**src/rtl/vga_mode_ctrl_pkg.sv**
```systemverilog
// Shared constants for the VGA mode controller: preset 60 Hz timings,
// config register map and FSM state encoding.
package vga_mode_ctrl_pkg;

    localparam int PRESET_COUNT = 4;

    // Per-mode totals and porches in pixels/lines; mode order 640x480,
    // 800x600, 1024x768, 1280x1024.
    localparam int H_TOTAL [PRESET_COUNT] = '{800, 1056, 1344, 1688};
    localparam int H_SYNC  [PRESET_COUNT] = '{96, 128, 136, 112};
    localparam int H_BP    [PRESET_COUNT] = '{48, 88, 160, 248};
    localparam int H_FP    [PRESET_COUNT] = '{16, 40, 24, 48};
    localparam int V_TOTAL [PRESET_COUNT] = '{525, 628, 806, 1066};
    localparam int V_SYNC  [PRESET_COUNT] = '{2, 4, 6, 3};
    localparam int V_BP    [PRESET_COUNT] = '{33, 23, 29, 38};
    localparam int V_FP    [PRESET_COUNT] = '{10, 1, 3, 1};

    localparam int ADDR_MODE_SEL   = 0;
    localparam int ADDR_CUST_HMAX  = 1;
    localparam int ADDR_CUST_HSYNC = 2;
    localparam int ADDR_CUST_HBP   = 3;
    localparam int ADDR_CUST_HFP   = 4;
    localparam int ADDR_CUST_VMAX  = 5;
    localparam int ADDR_CUST_VSYNC = 6;
    localparam int ADDR_CUST_VBP   = 7;
    localparam int ADDR_CUST_VFP   = 8;
    localparam int ADDR_ERR_CLR    = 9;

    typedef enum logic [1:0] {
        IDLE  = 2'd0,
        PEND  = 2'd1,
        APPLY = 2'd2
    } state_t;

endpackage

```
**src/rtl/vga_mode_ctrl_if.sv**
```systemverilog
// Config write bus (Valid/Addr/Data) for the VGA mode controller.
interface vga_mode_ctrl_if #(
    parameter int CONFIG_WIDTH = 16
);
    logic                    Valid;
    logic [CONFIG_WIDTH-1:0] Addr;
    logic [CONFIG_WIDTH-1:0] Data;

    modport master (output Valid, Addr, Data);
    modport slave  (input  Valid, Addr, Data);
endinterface

```
**src/rtl/vga_mode_rom.sv**
```systemverilog
// Combinational mode lookup: preset table or custom fields, plus a flag
// saying whether the requested index/custom timing is usable.
module vga_mode_rom
    import vga_mode_ctrl_pkg::*;
#(
    parameter int NUM_MODES     = 4,
    parameter int MODE_WIDTH    = 3,
    parameter int PULSE_WIDTH   = 8,
    parameter int REZ_MAX_WIDTH = 11,
    parameter int MARGIN_WIDTH  = 9
) (
    input  logic [MODE_WIDTH-1:0]    mode,
    input  logic [REZ_MAX_WIDTH-1:0] cust_hmax,
    input  logic [PULSE_WIDTH-1:0]   cust_hsync,
    input  logic [MARGIN_WIDTH-1:0]  cust_hbp,
    input  logic [MARGIN_WIDTH-1:0]  cust_hfp,
    input  logic [REZ_MAX_WIDTH-1:0] cust_vmax,
    input  logic [PULSE_WIDTH-1:0]   cust_vsync,
    input  logic [MARGIN_WIDTH-1:0]  cust_vbp,
    input  logic [MARGIN_WIDTH-1:0]  cust_vfp,
    output logic [REZ_MAX_WIDTH-1:0] hmax,
    output logic [PULSE_WIDTH-1:0]   hsync,
    output logic [MARGIN_WIDTH-1:0]  hbp,
    output logic [MARGIN_WIDTH-1:0]  hfp,
    output logic [REZ_MAX_WIDTH-1:0] vmax,
    output logic [PULSE_WIDTH-1:0]   vsync,
    output logic [MARGIN_WIDTH-1:0]  vbp,
    output logic [MARGIN_WIDTH-1:0]  vfp,
    output logic                     valid
);

    logic [1:0] sel;
    int         hsum;
    int         vsum;

    always_comb begin
        sel   = mode[1:0];
        hsum  = int'(cust_hsync) + int'(cust_hbp) + int'(cust_hfp);
        vsum  = int'(cust_vsync) + int'(cust_vbp) + int'(cust_vfp);
        hmax  = cust_hmax;
        hsync = cust_hsync;
        hbp   = cust_hbp;
        hfp   = cust_hfp;
        vmax  = cust_vmax;
        vsync = cust_vsync;
        vbp   = cust_vbp;
        vfp   = cust_vfp;
        valid = 1'b0;
        if (int'(mode) < NUM_MODES) begin
            hmax  = REZ_MAX_WIDTH'(H_TOTAL[sel] - 1);
            hsync = PULSE_WIDTH'(H_SYNC[sel]);
            hbp   = MARGIN_WIDTH'(H_BP[sel]);
            hfp   = MARGIN_WIDTH'(H_FP[sel]);
            vmax  = REZ_MAX_WIDTH'(V_TOTAL[sel] - 1);
            vsync = PULSE_WIDTH'(V_SYNC[sel]);
            vbp   = MARGIN_WIDTH'(V_BP[sel]);
            vfp   = MARGIN_WIDTH'(V_FP[sel]);
            valid = 1'b1;
        end else if (int'(mode) == NUM_MODES) begin
            // Blanking must leave at least one visible pixel/line.
            valid = (hsum < int'(cust_hmax)) && (vsum < int'(cust_vmax));
        end
    end

endmodule

```
**src/rtl/vga_mode_ctrl.sv**
```systemverilog
// VGA mode controller: stages a mode change and applies it on Frame_end.
// Optional VGA_CFG_IMMEDIATE_EN: Data MSB on a mode select applies at once.
module vga_mode_ctrl
    import vga_mode_ctrl_pkg::*;
#(
    parameter int CONFIG_WIDTH  = 16,
    parameter int NUM_MODES     = 4,
    parameter int MODE_WIDTH    = 3,
    parameter int DEFAULT_MODE  = 0,
    parameter int PULSE_WIDTH   = 8,
    parameter int REZ_MAX_WIDTH = 11,
    parameter int MARGIN_WIDTH  = 9
) (
    input  logic                     Clk,
    input  logic                     Rst,
    vga_mode_ctrl_if.slave           cfg,
    input  logic                     Frame_end,
    output logic                     Load_config,
    output logic                     Cfg_busy,
    output logic                     Cfg_err,
    output logic [MODE_WIDTH-1:0]    Mode_active,
    output logic [PULSE_WIDTH-1:0]   H_sync_pulse,
    output logic [PULSE_WIDTH-1:0]   V_sync_pulse,
    output logic [REZ_MAX_WIDTH-1:0] H_count_max,
    output logic [REZ_MAX_WIDTH-1:0] V_count_max,
    output logic [MARGIN_WIDTH-1:0]  H_left_margin,
    output logic [MARGIN_WIDTH-1:0]  V_left_margin,
    output logic [MARGIN_WIDTH-1:0]  H_right_margin,
    output logic [MARGIN_WIDTH-1:0]  V_right_margin
);

    state_t state, state_nx;

    logic [REZ_MAX_WIDTH-1:0] c_hmax, c_vmax, r_hmax, r_vmax;
    logic [REZ_MAX_WIDTH-1:0] p_hmax, p_vmax;
    logic [PULSE_WIDTH-1:0]   c_hsync, c_vsync, r_hsync, r_vsync;
    logic [PULSE_WIDTH-1:0]   p_hsync, p_vsync;
    logic [MARGIN_WIDTH-1:0]  c_hbp, c_hfp, c_vbp, c_vfp;
    logic [MARGIN_WIDTH-1:0]  r_hbp, r_hfp, r_vbp, r_vfp;
    logic [MARGIN_WIDTH-1:0]  p_hbp, p_hfp, p_vbp, p_vfp;
    logic [MODE_WIDTH-1:0]    p_idx, idx;
    logic                     r_valid;

    logic sel_wr, sel_ok, err_clr, imm;
    logic apply_pend, apply_imm;
    logic unused_bits;

    assign idx         = cfg.Data[MODE_WIDTH-1:0];
    assign unused_bits = ^cfg.Data;
    assign Cfg_busy    = (state != IDLE);

    vga_mode_rom #(
        .NUM_MODES    (NUM_MODES),
        .MODE_WIDTH   (MODE_WIDTH),
        .PULSE_WIDTH  (PULSE_WIDTH),
        .REZ_MAX_WIDTH(REZ_MAX_WIDTH),
        .MARGIN_WIDTH (MARGIN_WIDTH)
    ) u_rom (
        .mode      (idx),
        .cust_hmax (c_hmax),
        .cust_hsync(c_hsync),
        .cust_hbp  (c_hbp),
        .cust_hfp  (c_hfp),
        .cust_vmax (c_vmax),
        .cust_vsync(c_vsync),
        .cust_vbp  (c_vbp),
        .cust_vfp  (c_vfp),
        .hmax      (r_hmax),
        .hsync     (r_hsync),
        .hbp       (r_hbp),
        .hfp       (r_hfp),
        .vmax      (r_vmax),
        .vsync     (r_vsync),
        .vbp       (r_vbp),
        .vfp       (r_vfp),
        .valid     (r_valid)
    );

    always_comb begin
        sel_wr     = cfg.Valid &&
                     (cfg.Addr == CONFIG_WIDTH'(ADDR_MODE_SEL));
        sel_ok     = sel_wr && r_valid;
        err_clr    = cfg.Valid &&
                     (cfg.Addr == CONFIG_WIDTH'(ADDR_ERR_CLR));
`ifdef VGA_CFG_IMMEDIATE_EN
        imm        = cfg.Data[CONFIG_WIDTH-1];
`else
        imm        = 1'b0;
`endif
        state_nx   = state;
        apply_pend = 1'b0;
        apply_imm  = 1'b0;
        // An accepted mode select always outranks a coincident Frame_end.
        if (sel_ok) begin
            state_nx  = imm ? APPLY : PEND;
            apply_imm = imm;
        end else begin
            unique case (state)
                IDLE:  state_nx = IDLE;
                PEND: begin
                    if (Frame_end) begin
                        state_nx   = APPLY;
                        apply_pend = 1'b1;
                    end
                end
                APPLY: state_nx = IDLE;
                default: state_nx = IDLE;
            endcase
        end
    end

    always_ff @(posedge Clk) begin
        if (Rst) begin
            state <= IDLE;
        end else begin
            state <= state_nx;
        end
    end

    always_ff @(posedge Clk) begin
        if (Rst) begin
            Cfg_err <= 1'b0;
        end else if (sel_wr && !r_valid) begin
            Cfg_err <= 1'b1;
        end else if (err_clr) begin
            Cfg_err <= 1'b0;
        end
    end

    always_ff @(posedge Clk) begin
        if (Rst) begin
            c_hmax  <= REZ_MAX_WIDTH'(H_TOTAL[0] - 1);
            c_hsync <= PULSE_WIDTH'(H_SYNC[0]);
            c_hbp   <= MARGIN_WIDTH'(H_BP[0]);
            c_hfp   <= MARGIN_WIDTH'(H_FP[0]);
            c_vmax  <= REZ_MAX_WIDTH'(V_TOTAL[0] - 1);
            c_vsync <= PULSE_WIDTH'(V_SYNC[0]);
            c_vbp   <= MARGIN_WIDTH'(V_BP[0]);
            c_vfp   <= MARGIN_WIDTH'(V_FP[0]);
        end else if (cfg.Valid) begin
            if (cfg.Addr == CONFIG_WIDTH'(ADDR_CUST_HMAX))
                c_hmax <= cfg.Data[REZ_MAX_WIDTH-1:0];
            if (cfg.Addr == CONFIG_WIDTH'(ADDR_CUST_HSYNC))
                c_hsync <= cfg.Data[PULSE_WIDTH-1:0];
            if (cfg.Addr == CONFIG_WIDTH'(ADDR_CUST_HBP))
                c_hbp <= cfg.Data[MARGIN_WIDTH-1:0];
            if (cfg.Addr == CONFIG_WIDTH'(ADDR_CUST_HFP))
                c_hfp <= cfg.Data[MARGIN_WIDTH-1:0];
            if (cfg.Addr == CONFIG_WIDTH'(ADDR_CUST_VMAX))
                c_vmax <= cfg.Data[REZ_MAX_WIDTH-1:0];
            if (cfg.Addr == CONFIG_WIDTH'(ADDR_CUST_VSYNC))
                c_vsync <= cfg.Data[PULSE_WIDTH-1:0];
            if (cfg.Addr == CONFIG_WIDTH'(ADDR_CUST_VBP))
                c_vbp <= cfg.Data[MARGIN_WIDTH-1:0];
            if (cfg.Addr == CONFIG_WIDTH'(ADDR_CUST_VFP))
                c_vfp <= cfg.Data[MARGIN_WIDTH-1:0];
        end
    end

    // Pending snapshot: frozen at select time, immune to later custom writes.
    always_ff @(posedge Clk) begin
        if (Rst) begin
            p_idx   <= MODE_WIDTH'(DEFAULT_MODE);
            p_hmax  <= REZ_MAX_WIDTH'(H_TOTAL[DEFAULT_MODE] - 1);
            p_hsync <= PULSE_WIDTH'(H_SYNC[DEFAULT_MODE]);
            p_hbp   <= MARGIN_WIDTH'(H_BP[DEFAULT_MODE]);
            p_hfp   <= MARGIN_WIDTH'(H_FP[DEFAULT_MODE]);
            p_vmax  <= REZ_MAX_WIDTH'(V_TOTAL[DEFAULT_MODE] - 1);
            p_vsync <= PULSE_WIDTH'(V_SYNC[DEFAULT_MODE]);
            p_vbp   <= MARGIN_WIDTH'(V_BP[DEFAULT_MODE]);
            p_vfp   <= MARGIN_WIDTH'(V_FP[DEFAULT_MODE]);
        end else if (sel_ok) begin
            p_idx   <= idx;
            p_hmax  <= r_hmax;
            p_hsync <= r_hsync;
            p_hbp   <= r_hbp;
            p_hfp   <= r_hfp;
            p_vmax  <= r_vmax;
            p_vsync <= r_vsync;
            p_vbp   <= r_vbp;
            p_vfp   <= r_vfp;
        end
    end

    always_ff @(posedge Clk) begin
        if (Rst) begin
            Load_config    <= 1'b1;
            Mode_active    <= MODE_WIDTH'(DEFAULT_MODE);
            H_count_max    <= REZ_MAX_WIDTH'(H_TOTAL[DEFAULT_MODE] - 1);
            H_sync_pulse   <= PULSE_WIDTH'(H_SYNC[DEFAULT_MODE]);
            H_left_margin  <= MARGIN_WIDTH'(H_BP[DEFAULT_MODE]);
            H_right_margin <= MARGIN_WIDTH'(H_FP[DEFAULT_MODE]);
            V_count_max    <= REZ_MAX_WIDTH'(V_TOTAL[DEFAULT_MODE] - 1);
            V_sync_pulse   <= PULSE_WIDTH'(V_SYNC[DEFAULT_MODE]);
            V_left_margin  <= MARGIN_WIDTH'(V_BP[DEFAULT_MODE]);
            V_right_margin <= MARGIN_WIDTH'(V_FP[DEFAULT_MODE]);
        end else begin
            Load_config <= apply_pend || apply_imm;
            if (apply_imm) begin
                Mode_active    <= idx;
                H_count_max    <= r_hmax;
                H_sync_pulse   <= r_hsync;
                H_left_margin  <= r_hbp;
                H_right_margin <= r_hfp;
                V_count_max    <= r_vmax;
                V_sync_pulse   <= r_vsync;
                V_left_margin  <= r_vbp;
                V_right_margin <= r_vfp;
            end else if (apply_pend) begin
                Mode_active    <= p_idx;
                H_count_max    <= p_hmax;
                H_sync_pulse   <= p_hsync;
                H_left_margin  <= p_hbp;
                H_right_margin <= p_hfp;
                V_count_max    <= p_vmax;
                V_sync_pulse   <= p_vsync;
                V_left_margin  <= p_vbp;
                V_right_margin <= p_vfp;
            end
        end
    end

endmodule

```
**src/flat_wrapper.sv**
```systemverilog
// flat-port wrapper written by rule: the top's interface ports become plain ports
module vga_mode_ctrl_flat import vga_mode_ctrl_pkg::*;
#(
    parameter int CONFIG_WIDTH  = 16,
    parameter int NUM_MODES     = 4,
    parameter int MODE_WIDTH    = 3,
    parameter int DEFAULT_MODE  = 0,
    parameter int PULSE_WIDTH   = 8,
    parameter int REZ_MAX_WIDTH = 11,
    parameter int MARGIN_WIDTH  = 9
)
  (Clk, Rst, Frame_end, Load_config, Cfg_busy, Cfg_err, Mode_active, H_sync_pulse, V_sync_pulse, H_count_max, V_count_max, H_left_margin, V_left_margin, H_right_margin, V_right_margin, cfg_Valid, cfg_Addr, cfg_Data);
  vga_mode_ctrl_if #(.CONFIG_WIDTH(CONFIG_WIDTH)) cfg_i ();
  input  logic Clk;
  input  logic Rst;
  input  logic Frame_end;
  output logic Load_config;
  output logic Cfg_busy;
  output logic Cfg_err;
  output logic [MODE_WIDTH-1:0] Mode_active;
  output logic [PULSE_WIDTH-1:0] H_sync_pulse;
  output logic [PULSE_WIDTH-1:0] V_sync_pulse;
  output logic [REZ_MAX_WIDTH-1:0] H_count_max;
  output logic [REZ_MAX_WIDTH-1:0] V_count_max;
  output logic [MARGIN_WIDTH-1:0] H_left_margin;
  output logic [MARGIN_WIDTH-1:0] V_left_margin;
  output logic [MARGIN_WIDTH-1:0] H_right_margin;
  output logic [MARGIN_WIDTH-1:0] V_right_margin;
  input wire logic [$bits(cfg_i.Valid)-1:0] cfg_Valid;
  input wire logic [$bits(cfg_i.Addr)-1:0] cfg_Addr;
  input wire logic [$bits(cfg_i.Data)-1:0] cfg_Data;
  assign cfg_i.Valid = cfg_Valid;
  assign cfg_i.Addr = cfg_Addr;
  assign cfg_i.Data = cfg_Data;
  vga_mode_ctrl #(.CONFIG_WIDTH(CONFIG_WIDTH), .NUM_MODES(NUM_MODES), .MODE_WIDTH(MODE_WIDTH), .DEFAULT_MODE(DEFAULT_MODE), .PULSE_WIDTH(PULSE_WIDTH), .REZ_MAX_WIDTH(REZ_MAX_WIDTH), .MARGIN_WIDTH(MARGIN_WIDTH)) u_core (.Clk(Clk), .Rst(Rst), .cfg(cfg_i), .Frame_end(Frame_end), .Load_config(Load_config), .Cfg_busy(Cfg_busy), .Cfg_err(Cfg_err), .Mode_active(Mode_active), .H_sync_pulse(H_sync_pulse), .V_sync_pulse(V_sync_pulse), .H_count_max(H_count_max), .V_count_max(V_count_max), .H_left_margin(H_left_margin), .V_left_margin(V_left_margin), .H_right_margin(H_right_margin), .V_right_margin(V_right_margin));
endmodule
```
**config.mk**
```make
export PLATFORM = sky130hd
export DESIGN_NAME = vga_mode_ctrl_flat
export DESIGN_NICKNAME = d
export VERILOG_FILES = /design/src/rtl/vga_mode_ctrl_pkg.sv /design/src/rtl/vga_mode_ctrl_if.sv /design/src/rtl/vga_mode_rom.sv /design/src/rtl/vga_mode_ctrl.sv /design/src/flat_wrapper.sv
export SDC_FILE = /design/constraint.sdc
export NUM_CORES = 1
export LEC_CHECK = 0
export ABC_AREA = 1
export CAP_MARGIN = 20
export CORE_ASPECT_RATIO = 0.75
export CORE_MARGIN = 2
export CORE_UTILIZATION = 50
export DETAILED_ROUTE_END_ITERATION = 8
export MAX_ROUTING_LAYER = met4
export PLACE_DENSITY_LB_ADDON = 0.05
export SYNTH_ARGS = -nofsm -noshare
export SYNTH_HDL_FRONTEND = slang
export SYNTH_SLANG_ARGS = --single-unit
```
**constraint.sdc**
```tcl
create_clock -name Clk -period 9 [get_ports Clk]
set_clock_uncertainty 0.2 [all_clocks]
set_input_delay 1.8 -clock Clk [delete_from_list [all_inputs] [get_ports Clk]]
set_output_delay 1.8 -clock Clk [all_outputs]
set_load 0.03 [all_outputs]
```
==> results by group, run 1 <==
Outcome
  • Outcome: completed

Timing
  • Min Tclk post-route: between 5000 and 6000 ps
  • Unrepaired setup endpoints after global routing: false
  • Setup TNS: 0 ps
  • Final setup violating endpoints: 0
  • Slew headroom: 36.09%
  • Fin. max-slew vios: 0
  • Period utilisation layout: between 60% and 70%
  • Final hold vios: 0
  • Slew @ Worst Pin: between 900 and 1000 ps
  • Fmax: approximately 0.17 GHz

Worst setup path
  • Critical path class: reg -> reg
  • Critical Path Start: u_core.c_hbp[0]
  • Critical-path maximum fanout: 78
  • CP most frequent cell: nand2_1
  • Slowest CP cell: buf_4
  • WP data arrival: just over 6000 ps
  • Max stage delay on crit path: between 400 and 500 ps
  • CP Data Required Time: a little over 9000 ps
  • Critical Path Sink Type: register
  • Startpoint types: register
  • Reg-to-Reg Start: u_core.c_hbp[0]

Logic synthesis
  • YS warnings: 0
  • Distinct cells, synth: 33
  • Asr flop ratio synth: 0%
  • Synth Register Bits: roughly 230
  • Post-Syn Nets: 1,543
  • Post-synth EDFFs: 0
  • Seq/Total Area, Yosys: a little over two fifths
  • Avg Cell Area, Syn: approximately 7.6 um2
  • Syn Inst Count: 1,442
  • Synth Flop Type: dfxtp_1
  • Post-Syn Area: 10,970 um2

Global routing
  • Number of antenna violations at the first check in global routing: 0
  • Largest net degree at the start of global routing: between 100 and 150
  • Grt peak-use layer: met1
  • Vias in the first global route: slightly below 9,000
  • M3 GR Usage: 3.403%
  • Met1 Track Usage GR: between 40% and 50%
  • Global-route usage over all layers: a little over a quarter
  • GRT Residual Overflow: 0
  • GRT met2 Usage: ~40%
  • First-pass GRT wire length: slightly below 50,000 um

Hold path
  • Worst min path class: reg -> reg
  • Worst hold path startpoint: u_core.H_sync_pulse[5]

Clocking
  • CTS sink count: around 230
  • Root Buffer: clkbuf_16
  • Post-CTS Repair Setup Buffers: 0
  • Maximum clock insertion buffer count: 3
  • Clk_lat worst skew: 530 ps
  • Worst-path clk slew: 60 ps
  • H-tree levels: 1
  • Number of buffers created by CTS: 24
  • Post-CTS resize count: 0
  • CTS tree: done
  • Hold buffer count at cts: 0

Place
  • Final GP Congestion: about 0.94
  • Cells after DPL: 1,757
  • # port buffers: 110
  • Cell Area, Placed: 12,110 um2
  • Post-DP HPWL: approximately 21,000 um

Die
  • Die height: approximately 130 um
  • Core Box Area: roughly 21,000 um2
  • FP Rows: 46
  • Num ports: 116
  • Initial Util: between 50 and 60%
  • Die Area: 23,150 um2
  • Die W: 175.0 um

Finish
  • Area occupied by multi-input gates: between 5000 and 6000 um2
  • Design area: ~13,000 um2
  • Most frequent cells in the layout: nand2_1, dfxtp_1, nand3_1
  • Most common cell after layout, fill and taps aside: nand2_1
  • Syn-to-layout area delta: 17.48%
  • Sequential cell area: around 4600 um2
  • # diodes: 0
  • Filler cells: a little over 2,000
  • Layout cells sized above 1: under 10%
  • Layout Cells excl Fill: between 1,500 and 2,000
  • Final net count: 1,596

Routing
  • Initial DRC Count: 872
  • Wire per inst: between 15 and 20 um
  • Routed wire length: around 31,000 um
  • Drt drc: 0
  • Vias/cell: 5.469
  • Post-route ant nets: 0
  • DR vias: approximately 10,000
  • TritonRoute pass-1 iters: 5

Power and ir drop
  • Peak supply drop: approximately 0.00012 V
  • Leakage Power: 0.005624 uW
  • Power density cells: 163.3 nW/um2

Flow run
  • Max-cap viol count: 0
[kinds of logic (layout without fill, tap and decap cells)]
group,Yosys count,in the layout,synth area share (%)
AOI/OAI and AO/OA,270,270,13.38
xor gates and xnor gates,22,22,1.757
adders and majority gates,65,65,8.168
buffers and inverters,231,299,8.499
DFF,232,232,42.35
and+or+nand+nor,622,622,25.85
[cell usage after synthesis, types with 3 or more instances]
| library cell | n | area share [%] |
|---|---|---|
| nand3b_1 | 29 | 2.0 |
| ha_1 | 54 | 6.2 |
| buf_1 | 6 | 0.21 |
| a21o_1 | 3 | 0.21 |
| fa_1 | 11 | 2.0 |
| nor2_1 | 82 | 2.8 |
| nand3_1 | 137 | 6.3 |
| o211ai_1 | 16 | 1.1 |
| a21oi_1 | 126 | 5.7 |
| buf_6 | 3 | 0.31 |
| inv_2 | 3 | 0.10 |
| nand4_1 | 62 | 3.5 |
| o21bai_1 | 20 | 1.4 |
| nor3_1 | 6 | 0.27 |
| nand2_2 | 3 | 0.17 |
| buf_2 | 28 | 1.3 |
| xnor2_1 | 6 | 0.48 |
| dfxtp_1 | 232 | 42 |
| inv_1 | 132 | 4.5 |
| nand2_1 | 291 | 10 |
| o2111ai_1 | 4 | 0.32 |
| o21ai_0 | 99 | 4.5 |
| nor2_2 | 3 | 0.17 |
| clkbuf_1 | 56 | 1.9 |
| xor2_1 | 16 | 1.3 |
| or2_2 | 5 | 0.29 |
[power breakdown]
part	switching (uW)	total [uW]	internal [uW]
clock network	410	992	581
registers	0.0594	1030	1030
logic	60.9	85.9	24.9
total	471	2100	1630
[through the flow]
stage          power, uW  hold slack [ps]  util, %  setup slack (ps)
6_report            2104            254.1    60.34              3081
5_1_grt             2168            280.1    60.34              2618
4_1_cts             2119            259.1    60.34              3232
3_5_place_dp        1134            243.2    56.69              3248
3_3_place_gp        1134            238.2    56.69              3261
2_1_floorplan       1098            228.9        -              4650
[final timing paths]
| path | end | slack [ps] | cells past startpoint |
|---|---|---|---|
| worst min-delay path | u_core.H_sync_pulse[5] | 250 | 2 |
| worst max register to register | u_core.p_vmax[2] | 3080 | 28 |
| worst max-delay path | u_core.p_vmax[2] | 3080 | 28 |
| worst min register to register | u_core.H_sync_pulse[5] | 250 | 2 |
[layer usage]
| metal | vias to the layer above | wire length [um] |
|---|---|---|
| met4 | 0 | 777 |
| met5 | - | 0 |
| li1 | 4920 | - |
| met3 | 56 | 1906 |
| met1 | 4551 | 15210 |
| met2 | 306 | 13190 |
[worst max-delay path: cells and delay by family, from the launching register on]
family / cells / cell delay, ps
adder cells (fa/ha/maj): 4 / 1250
flip-flops: 1 / 400
AO/OA/AOI/OAI: 5 / 1050
XOR/XNOR: 2 / 310
buffers and inverters: 6 / 1360
AND/OR/NAND/NOR: 11 / 1230
[registers in the layout, indices dropped and copies added (netlist names), 9 cells and up]
register and cells:
u_core.H_left_margin 9, u_core.p_vfp 9, u_core.p_hmax 11, u_core.V_left_margin 9, u_core.p_vmax 11, u_core.H_right_margin 9, u_core.c_hfp 9, u_core.c_vfp 9
u_core.c_hbp 9, u_core.c_vbp 9, u_core.p_hfp 9, u_core.c_hmax 11, u_core.V_count_max 11, u_core.H_count_max 11, u_core.V_right_margin 9, u_core.p_vbp 9
u_core.c_vmax 11, u_core.p_hbp 9
[final cells by class]
class | instances | area share, %
flip-flops and latches | 232 | 36.05
well taps | 288 | 2.797
multi-input cells | 979 | 41.94
inverters | 136 | 4.001
repair buffers | 122 | 9.167
clock buffers | 33 | 5.234
clock inverters | 8 | 0.8157
Power figures use the tool's default switching activity.
==> inputs of run 2 (changes only) <==
Clock period 9 ns to 5.14 ns, I/O delays scaled along.
==> results by group, run 2 (synthesis gave the netlist of run 1 again) <==
Routing
  • Routed wire length: 30,780 um (-0.98%)
  • Drt drc: 0 (unchanged)
  • DR vias: 9,838 (+0.051%)
  • Wire per inst: 16.99 um (-1.7%)
  • Initial DRC Count: 864 (-0.92%)
  • Vias/cell: 5.429 (-0.72%)
  • TritonRoute pass-1 iters: 5 (unchanged)
  • Post-route ant nets: 0 (unchanged)

Global routing
  • Vias in the first global route: 8,987 (+0.94%)
  • Number of antenna violations at the first check in global routing: 0 (unchanged)
  • First-pass GRT wire length: 49,130 um (+0.32%)
  • GRT Residual Overflow: 0 (unchanged)
  • Largest net degree at the start of global routing: 103 (-20%)
  • Global-route usage over all layers: 27.37% (-0.030 points)

Timing
  • Setup TNS: 0 ps (unchanged)
  • Final hold vios: 0 (unchanged)
  • Slew @ Worst Pin: 846.6 ps (-112.1 ps)
  • Unrepaired setup endpoints after global routing: false
  • Fin. max-slew vios: 0 (unchanged)
  • Final worst slack: 431.3 ps (-2650 ps)
  • Fmax: 0.2124 GHz (+26%)
  • Final setup violating endpoints: 0 (unchanged)
  • Slew headroom: 43.40% (+7.3 points)
  • Min Tclk post-route: 4709 ps (-1210 ps)
  • Period utilisation layout: 91.61% (+26 points)

Finish
  • Filler cells: 2,000 (-1.2%)
  • Most common cell after layout, fill and taps aside: nand2_1
  • Most frequent cells in the layout: nand2_1, dfxtp_1, nand3_1
  • Syn-to-layout area delta: 19.38%
  • Sequential cell area: 4647 um2 (about the same)
  • Layout cells sized above 1: 5.909% (+1.4 points)
  • Final net count: 1,608 (+0.75%)
  • Area occupied by multi-input gates: 5438 um2 (+0.63%)

Clocking
  • Number of buffers created by CTS: 24 (unchanged)
  • CTS tree: done
  • Hold buffer count at cts: 0 (unchanged)
  • Root Buffer: clkbuf_16
  • H-tree levels: 1 (unchanged)
  • Maximum clock insertion buffer count: 3 (unchanged)
  • Worst-path clk slew: 60 ps (about the same)
  • Clk_lat worst skew: 530 ps (about the same)
  • CTS sink count: 232 (unchanged)

Power and ir drop
  • Leakage Power: 0.005708 uW (+1.5%)
  • Peak supply drop: 0.0001781 V (+55%)
  • Power density cells: 284.2 nW/um2 (+74%)

Die
  • Core Box Area: 21,350 um2 (unchanged)
  • Die Area: 23,150 um2 (unchanged)
  • Initial Util: 51.37% (unchanged)
  • Die height: 132.3 um (unchanged)
  • Die W: 175.0 um (unchanged)
  • Num ports: 116 (unchanged)
  • FP Rows: 46 (unchanged)

Worst setup path
  • Flop2flop setup slack: 430 ps (-2650 ps)
  • CP Data Required Time: 5360 ps (-3900 ps)
  • Reg2reg end: u_core.p_hbp[3]
  • Startpoint types: register
  • Critical-path maximum fanout: 25 (-68%)
  • Slowest CP cell: fa_1
  • Setup crit end: u_core.p_hbp[3]
  • WP data arrival: 4930 ps (-1250 ps)
  • Reg-to-Reg Start: u_core.c_hbp[0]
  • Critical Path Sink Type: register
  • Critical Path Start: u_core.c_hbp[0]
  • Critical path class: reg -> reg
  • Worst Reg-to-Reg Cells: 28 (unchanged)
  • Max stage delay on crit path: 400 ps (-50 ps)

Outcome
  • Outcome: completed

Place
  • DP Worst Slack: 218.5 ps (-3030 ps)
  • # port buffers: 110 (unchanged)
  • Final GP Congestion: 0.9528 (+1.1%)
  • Post-DP HPWL: 21,660 um (+1.8%)

Hold path
  • Worst min path class: reg -> reg

Flow run
  • Max-cap viol count: 0 (unchanged)
## run 2: changes by cell type in the layout (fill, tap and decap cells not counted), moves of 2 or more
cell and delta:
clkinvlp_4 +2, buf_6 +3, clkinv_2 +2, dfxtp_1 -2
dfxtp_2 +2, buf_4 +5, buf_12 +3, clkbuf_1 -4
## run 2: worst min path at each step
| stage | startpoint | endpoint | slack [ps] | cells past startpoint |
|---|---|---|---|---|
| 6_report | u_core.V_sync_pulse[1] | u_core.V_sync_pulse[1] | 250 | 2 |
| 4_1_cts | u_core.V_sync_pulse[1] | u_core.V_sync_pulse[1] | 260 | 2 |
| 3_5_place_dp | u_core.V_sync_pulse[1] | u_core.V_sync_pulse[1] | 240 | 2 |
| 5_1_grt | u_core.p_hfp[8] | u_core.p_hfp[8] | 280 | 2 |
| 2_1_floorplan | u_core.c_vmax[9] | u_core.c_vmax[9] | 230 | 2 |
| 3_3_place_gp | u_core.V_left_margin[5] | u_core.V_left_margin[5] | 240 | 2 |
## run 2: final cells by class
class	count	share of cell area, %
clock buffers	30	5.141
multi-input cells	979	41.53
clock inverters	12	0.9938
flip-flops and latches	232	35.49
diodes	1	0.01911
repair buffers	134	10.14
well taps	288	2.752
inverters	136	3.937
## run 2: report_power, final
group	internal, uW	switching, uW
combinational	46.7	108
sequential	1800	0.0958
clock	1030	739
total	2870	847
## run 2: critical path, delay by kind of cell, from the launching register on
kind | cells | cell delay [ps]
flops | 1 | 370
xor+xnor | 2 | 260
buf+inv | 6 | 730
simple gates | 11 | 990
fa+ha+maj | 4 | 1180
compound gates | 5 | 860
## run 2: timing repair
item                       in CTS  in global routing
setup endpoints to repair       0                157
resized for setup               0                 14
buffers inserted                0                  0
## run 2: layer usage
layer	vias to the layer above	GRT usage, %	share of wire, %	wire length, um
met2	289	39.00	42	12860
li1	4945	-	-	-
met5	-	-	0	0
met1	4555	40.17	49	15180
met4	0	6.991	2.1	648
met3	49	4.383	6.8	2100
## run 2: metrics by stage
stage	area, um2	total power (uW)	std cells	util (%)	hold slack [ps]
global route	13090	3838	1811	61.31	275.2
detailed placement	12230	1988	1769	57.29	241.5
global placement	12230	1986	1769	57.29	238.2
CTS	13040	3741	1811	61.05	257.2
finish	13090	3721	1812	61.32	251.7
floorplan	10970	1922	1442	-	228.9
==> edit 1: new RTL, flow settings as in run 2 <==
`REZ_MAX_WIDTH` is set to 11 in 3 places; all go to 15.
--- a/src/rtl/vga_mode_rom.sv
+++ b/src/rtl/vga_mode_rom.sv
@@ -6,7 +6,7 @@
     parameter int NUM_MODES     = 4,
     parameter int MODE_WIDTH    = 3,
     parameter int PULSE_WIDTH   = 8,
-    parameter int REZ_MAX_WIDTH = 11,
+    parameter int REZ_MAX_WIDTH = 15,
     parameter int MARGIN_WIDTH  = 9
 ) (
     input  logic [MODE_WIDTH-1:0]    mode,
--- a/src/rtl/vga_mode_ctrl.sv
+++ b/src/rtl/vga_mode_ctrl.sv
@@ -8,7 +8,7 @@
     parameter int MODE_WIDTH    = 3,
     parameter int DEFAULT_MODE  = 0,
     parameter int PULSE_WIDTH   = 8,
-    parameter int REZ_MAX_WIDTH = 11,
+    parameter int REZ_MAX_WIDTH = 15,
     parameter int MARGIN_WIDTH  = 9
 ) (
     input  logic                     Clk,
--- a/src/flat_wrapper.sv
+++ b/src/flat_wrapper.sv
@@ -6,7 +6,7 @@
     parameter int MODE_WIDTH    = 3,
     parameter int DEFAULT_MODE  = 0,
     parameter int PULSE_WIDTH   = 8,
-    parameter int REZ_MAX_WIDTH = 11,
+    parameter int REZ_MAX_WIDTH = 15,
     parameter int MARGIN_WIDTH  = 9
 )
   (Clk, Rst, Frame_end, Load_config, Cfg_busy, Cfg_err, Mode_active, H_sync_pulse, V_sync_pulse, H_count_max, V_count_max, H_left_margin, V_left_margin, H_right_margin, V_right_margin, cfg_Valid, cfg_Addr, cfg_Data);
Ports: changed (resized H_count_max and V_count_max); port bits go from 116 to 124. No check against the original RTL was run, so the function may have changed too.
==> edit 1 against run 2 <==
Synthesized area increased by 8.4%. Die area grew 8.2%. Sequential share of layout area grew 0.60 points. Cell area grew 8.5%. Worst setup slack got worse by 0.11 ns. Global-route usage increased by 0.91 points. Core utilization about the same. Critical path depth up 3. Synthesized cell count up 8.0%. Sequential cell count grew 24. Wire length is 11% higher. Total power rose by 8.5%. Hold slack improved by 0.0084 ns. Critical path type unchanged. Critical endpoint is now u_core.p_vmax[6]$_SDFFE_PP0P_.
==> edit 1: results (changes against run 2) <==
Final nets=1733 (+7.8%); routability cong.=0.9383 (-1.5%); post-synthesis compound-gate area fraction=13.64% (+0.26 points); via count=10760 (+9.3%); DP Worst Slack=0.009747 ns (-0.2087 ns); share of layout cells above drive strength 1=5.879% (-0.031 points); Iteration-0 DRC Markers=950 (+10%); crit path DAT=5.03 ns (+0.10 ns); met1 Resource Use GR=39.80% (-0.37 points); CP max stage delay=0.36 ns (-0.04 ns); post-synthesis xor/xnor area fraction=1.473% (-0.28 points); DR WL met3=2321 um (+11%); Top Family by Delay on Critical Path=simple AND/OR/NAND/NOR gates; Clock Path Buffers=3 (unchanged); Worst path slowest cell=dfxtp_2; DPL Wire Length=23970 um (+11%); Synth Instances=1557 (+8.0%); largest net degree at the start of global routing=106 (+2.9%); placed cells=1900 (+7.4%); leakage=6.074 nW (+6.4%); maximum VDD drop=258.1 uV (+45%); Ant. Diodes=0 (-1); CTS Buf Count=26 (+8.3%); first-pass detailed-route iteration total=5 (unchanged); outcome=finished clean; Synth cell types=37 (+12%); port buffer count=122 (+11%); Global Route Usage Sum=28.28% (+0.91 points); first-pass GRT wire length=54330 um (+11%); met2 WL=14800 um (+15%); Synthesis Warnings=0 (unchanged); Met1 Wirelength=16290 um (+7.3%); WL per Instance=17.52 um (+3.1%); Rel. slew slack=31.16% (-12 points); met3 track demand over resource=4.679% (+0.30 points); Synth top cells by count=nand2_1 (317), dfxtp_1 (256), nand3_1 (147), inv_1 (137), a21oi_1 (136); CTS root buf=clkbuf_16; sequential-to-total area share from yosys stat=43.10% (+0.75 points); Reg clk slew, reported paths=0.06 ns (about the same); final std cells w/o fill=1950 (+7.6%); filler cell count in the final layout=2094 (+4.7%); global-route track usage on met2=42.94% (+3.9 points); Synth Area in Adders=7.534% (-0.63 points); area of placed instances=0.01327 mm2 (+8.5%); Area contributors post-synth=dfxtp_1 (43%), nand2_1 (10%), nand3_1 (6.2%); vias in the first global route=9919 (+10%)
[edit 1: cell count changes after synthesis, sizes merged, moves of 8 or more]
| cell | run 2 | this run |
|---|---|---|
| nand3 | 137 | 147 |
| buf | 39 | 47 |
| nand2 | 295 | 321 |
| a21oi | 126 | 136 |
| o21ai | 99 | 110 |
| dfxtp | 232 | 256 |
[edit 1: cell type report]
class	count	area, um2	area share (%)
Multi-Input combinational cell	1054	5826	41.00
Sequential cell	256	5127	36.09
Timing Repair Buffer	153	1505	10.59
Clock buffer	39	770.7	5.425
Inverter	141	538.0	3.787
Tap cell	300	375.4	2.642
Clock inverter	7	65.06	0.4579
[edit 1: path summary, 6_finish.rpt]
check / cells past startpoint / slack [ns] / end / startpoint
max: 31 / 0.32 / u_core.p_vmax[6]$_SDFFE_PP0P_ / u_core.c_hsync[0]$_SDFFE_PP0P_
min: 2 / 0.26 / u_core.H_right_margin[8]$_SDFFE_PP0P_ / u_core.H_right_margin[8]$_SDFFE_PP0P_
max reg2reg: 31 / 0.32 / u_core.p_vmax[6]$_SDFFE_PP0P_ / u_core.c_hsync[0]$_SDFFE_PP0P_
min reg2reg: 2 / 0.26 / u_core.H_right_margin[8]$_SDFFE_PP0P_ / u_core.H_right_margin[8]$_SDFFE_PP0P_
[edit 1: where the power goes]
part / switching, mW / internal (mW) / leakage (nW)
logic: 0.122 / 0.0520 / 3.60
registers: 0.0000889 / 1.98 / 2.06
clock network: 0.795 / 1.08 / 0.407
total: 0.918 / 3.12 / 6.07
[edit 1: timing repair]
item,4_1_cts,5_1_grt
buffers inserted,0,4
setup endpoints to repair,31,173
resized for setup,1,14
pin swaps,0,3
==> edit 2: new RTL, settings of run 2 <==
Made on the original files. The 3 states of `state_t` get a one-hot encoding in 3 bits.
--- a/src/rtl/vga_mode_ctrl_pkg.sv
+++ b/src/rtl/vga_mode_ctrl_pkg.sv
@@ -26,10 +26,10 @@
     localparam int ADDR_CUST_VFP   = 8;
     localparam int ADDR_ERR_CLR    = 9;
 
-    typedef enum logic [1:0] {
-        IDLE  = 2'd0,
-        PEND  = 2'd1,
-        APPLY = 2'd2
+    typedef enum logic [2:0] {
+        IDLE  = 3'b001,
+        PEND  = 3'b010,
+        APPLY = 3'b100
     } state_t;
 
 endpackage
Behaviour: no difference found for any inputs over 4 cycles, from zero or initial values and one cycle with Rst high; so few cycles prove little.
==> edit 2 against run 2 <==
Sequential share of layout area is 0.20 points lower. Cell area is 0.94% higher. Die area is 0.43% higher. Hold slack better by 0.00074 ns. Count of clock-buffer cells in the layout is 4 higher. Largest power group is now the clock network. Via count is 0.71% higher. Wire length is 0.89% higher. Total power is 2.5% higher. Clock power is 5% higher. Worst setup slack worse by 0.091 ns. Largest cell class unchanged. Synthesized area is 0.44% higher. Sequential cell count is 1 higher.
==> edit 2: results (changes against run 2) <==
outcome=finished clean; Ant. Diodes=0 (-1); WL per Instance=17.08 um (+0.56%); maximum VDD drop=213.0 uV (+20%); CP max stage delay=0.38 ns (-0.02 ns); routability cong.=0.9509 (-0.20%); via count=9908 (+0.71%); met1 Resource Use GR=38.28% (-1.9 points); first-pass GRT wire length=49180 um (about the same); share of layout cells above drive strength 1=5.882% (-0.027 points); Synth top cells by count=nand2_1 (292), dfxtp_1 (233), nand3_1 (136), inv_1 (132), a21oi_1 (126); Synth Area in Adders=8.132% (-0.036 points); met3 track demand over resource=5.431% (+1.0 points); DP Worst Slack=-0.02316 ns (-0.2416 ns); Worst Tran Pin Value=1.026 ns (+0.1796 ns); Final nets=1614 (+0.37%); post-synthesis compound-gate area fraction=13.37% (-0.014 points); antenna violations before repair=0 (unchanged); crit path launch=u_core.c_hbp[2]$_SDFFE_PP0P_; vias in the first global route=9114 (+1.4%); CTS root buf=clkbuf_16; minimum clock period=4.799 ns (+0.09064 ns); mux contribution to synthesized area=0% (unchanged); global-route track usage on met2=40.24% (+1.2 points); Global Route Usage Sum=27.28% (-0.087 points); post-synthesis xor/xnor area fraction=1.749% (-0.0078 points); Crit Path Max Fanout=14 (-44%); area of placed instances=0.01231 mm2 (+0.62%); Reg clk slew, reported paths=0.06 ns (about the same); Hold Startpoint=u_core.V_count_max[2]$_SDFFE_PP1P_; Iteration-0 DRC Markers=854 (-1.2%); port buffer count=110 (unchanged); first-pass detailed-route iteration total=6 (+1); Area contributors post-synth=dfxtp_1 (42%), nand2_1 (9.9%), nand3_1 (6.2%); syn nets=1546 (+0.19%); largest net degree at the start of global routing=102 (-0.97%); Worst path slowest cell=ha_1; DPL Wire Length=22130 um (+2.1%); sequential-to-total area share from yosys stat=42.34% (about the same); leakage=5.762 nW (+0.94%); Clock Path Buffers=3 (unchanged)
==> edit 2: cell types whose count changed in the layout (fill, tap and decap cells not counted), sizes merged <==
cell,run 2,this run
or2,5,4
diode,1,0
clkinv,9,6
clkinvlp,2,1
buf,26,29
nor3,6,7
clkbuf,30,34
nor4,3,4
bufinv,2,3
dfxtp,232,233
nand2,295,296
nand3,137,136
o21ai,99,100
==> edit 2: critical path, delay by kind of cell (launching register included) <==
family,cells,cell delay [ns]
AND/OR/NAND/NOR,12,1.17
flip-flops,1,0.34
buffers and inverters,4,0.48
AO/OA/AOI/OAI,8,1.40
XOR/XNOR,1,0.17
adder cells (fa/ha/maj),3,0.97
==> edit 2: report_power, final <==
group | switching [mW] | total, mW | internal [mW] | leakage (nW)
registers | 0.0000951 | 1.81 | 1.81 | 1.88
clock network | 0.740 | 1.85 | 1.11 | 0.415
logic | 0.107 | 0.156 | 0.0488 | 3.47
total | 0.847 | 3.81 | 2.97 | 5.76
==> edit 2: final timing paths <==
kind / endpoint / slack (ns) / depth (start not counted)
worst max-delay path: u_core.p_vfp[6]$_SDFFE_PP0P_ / 0.34 / 28
worst min register to register: u_core.V_count_max[2]$_SDFFE_PP1P_ / 0.25 / 2
worst max register to register: u_core.p_vfp[6]$_SDFFE_PP0P_ / 0.34 / 28
worst min-delay path: u_core.V_count_max[2]$_SDFFE_PP1P_ / 0.25 / 2
==> edit 2: timing repair <==
item / CTS / global route
pin swaps: 0 / 1
gates resized for setup: 2 / 10
buffers inserted: 0 / 0
setup endpoints to repair: 48 / 158
==> edit 2: cell families after synthesis <==
group           count (synthesis)
buf+inv                       231
fa+ha+maj                      65
xor+xnor                       22
compound gates                271
flops                         233
simple gates                  623
==> edit 2: stage by stage <==
step	cells	util, %
after floorplan	1445	-
after global placement	1774	57.65
after detailed placement	1774	57.65
after CTS	1817	61.62
after global routing	1818	61.90
final	1818	61.90
==> edit 2: area by class of cell <==
cell class                      instances  area, um2
Fill cell                            1935       8137
Sequential cell                       233       4664
Multi-Input combinational cell        981       5448
Tap cell                              288      360.3
Clock inverter                          9      137.6
Clock buffer                           34      708.2
Timing Repair Buffer                  137       1380
Inverter                              136      518.0
==> edit 2: metal layers <==
layer	share of wire (%)	wire length, um
met4	2.5	786
met2	43	13370
met3	7.3	2282
met5	0	0
met1	47	14610
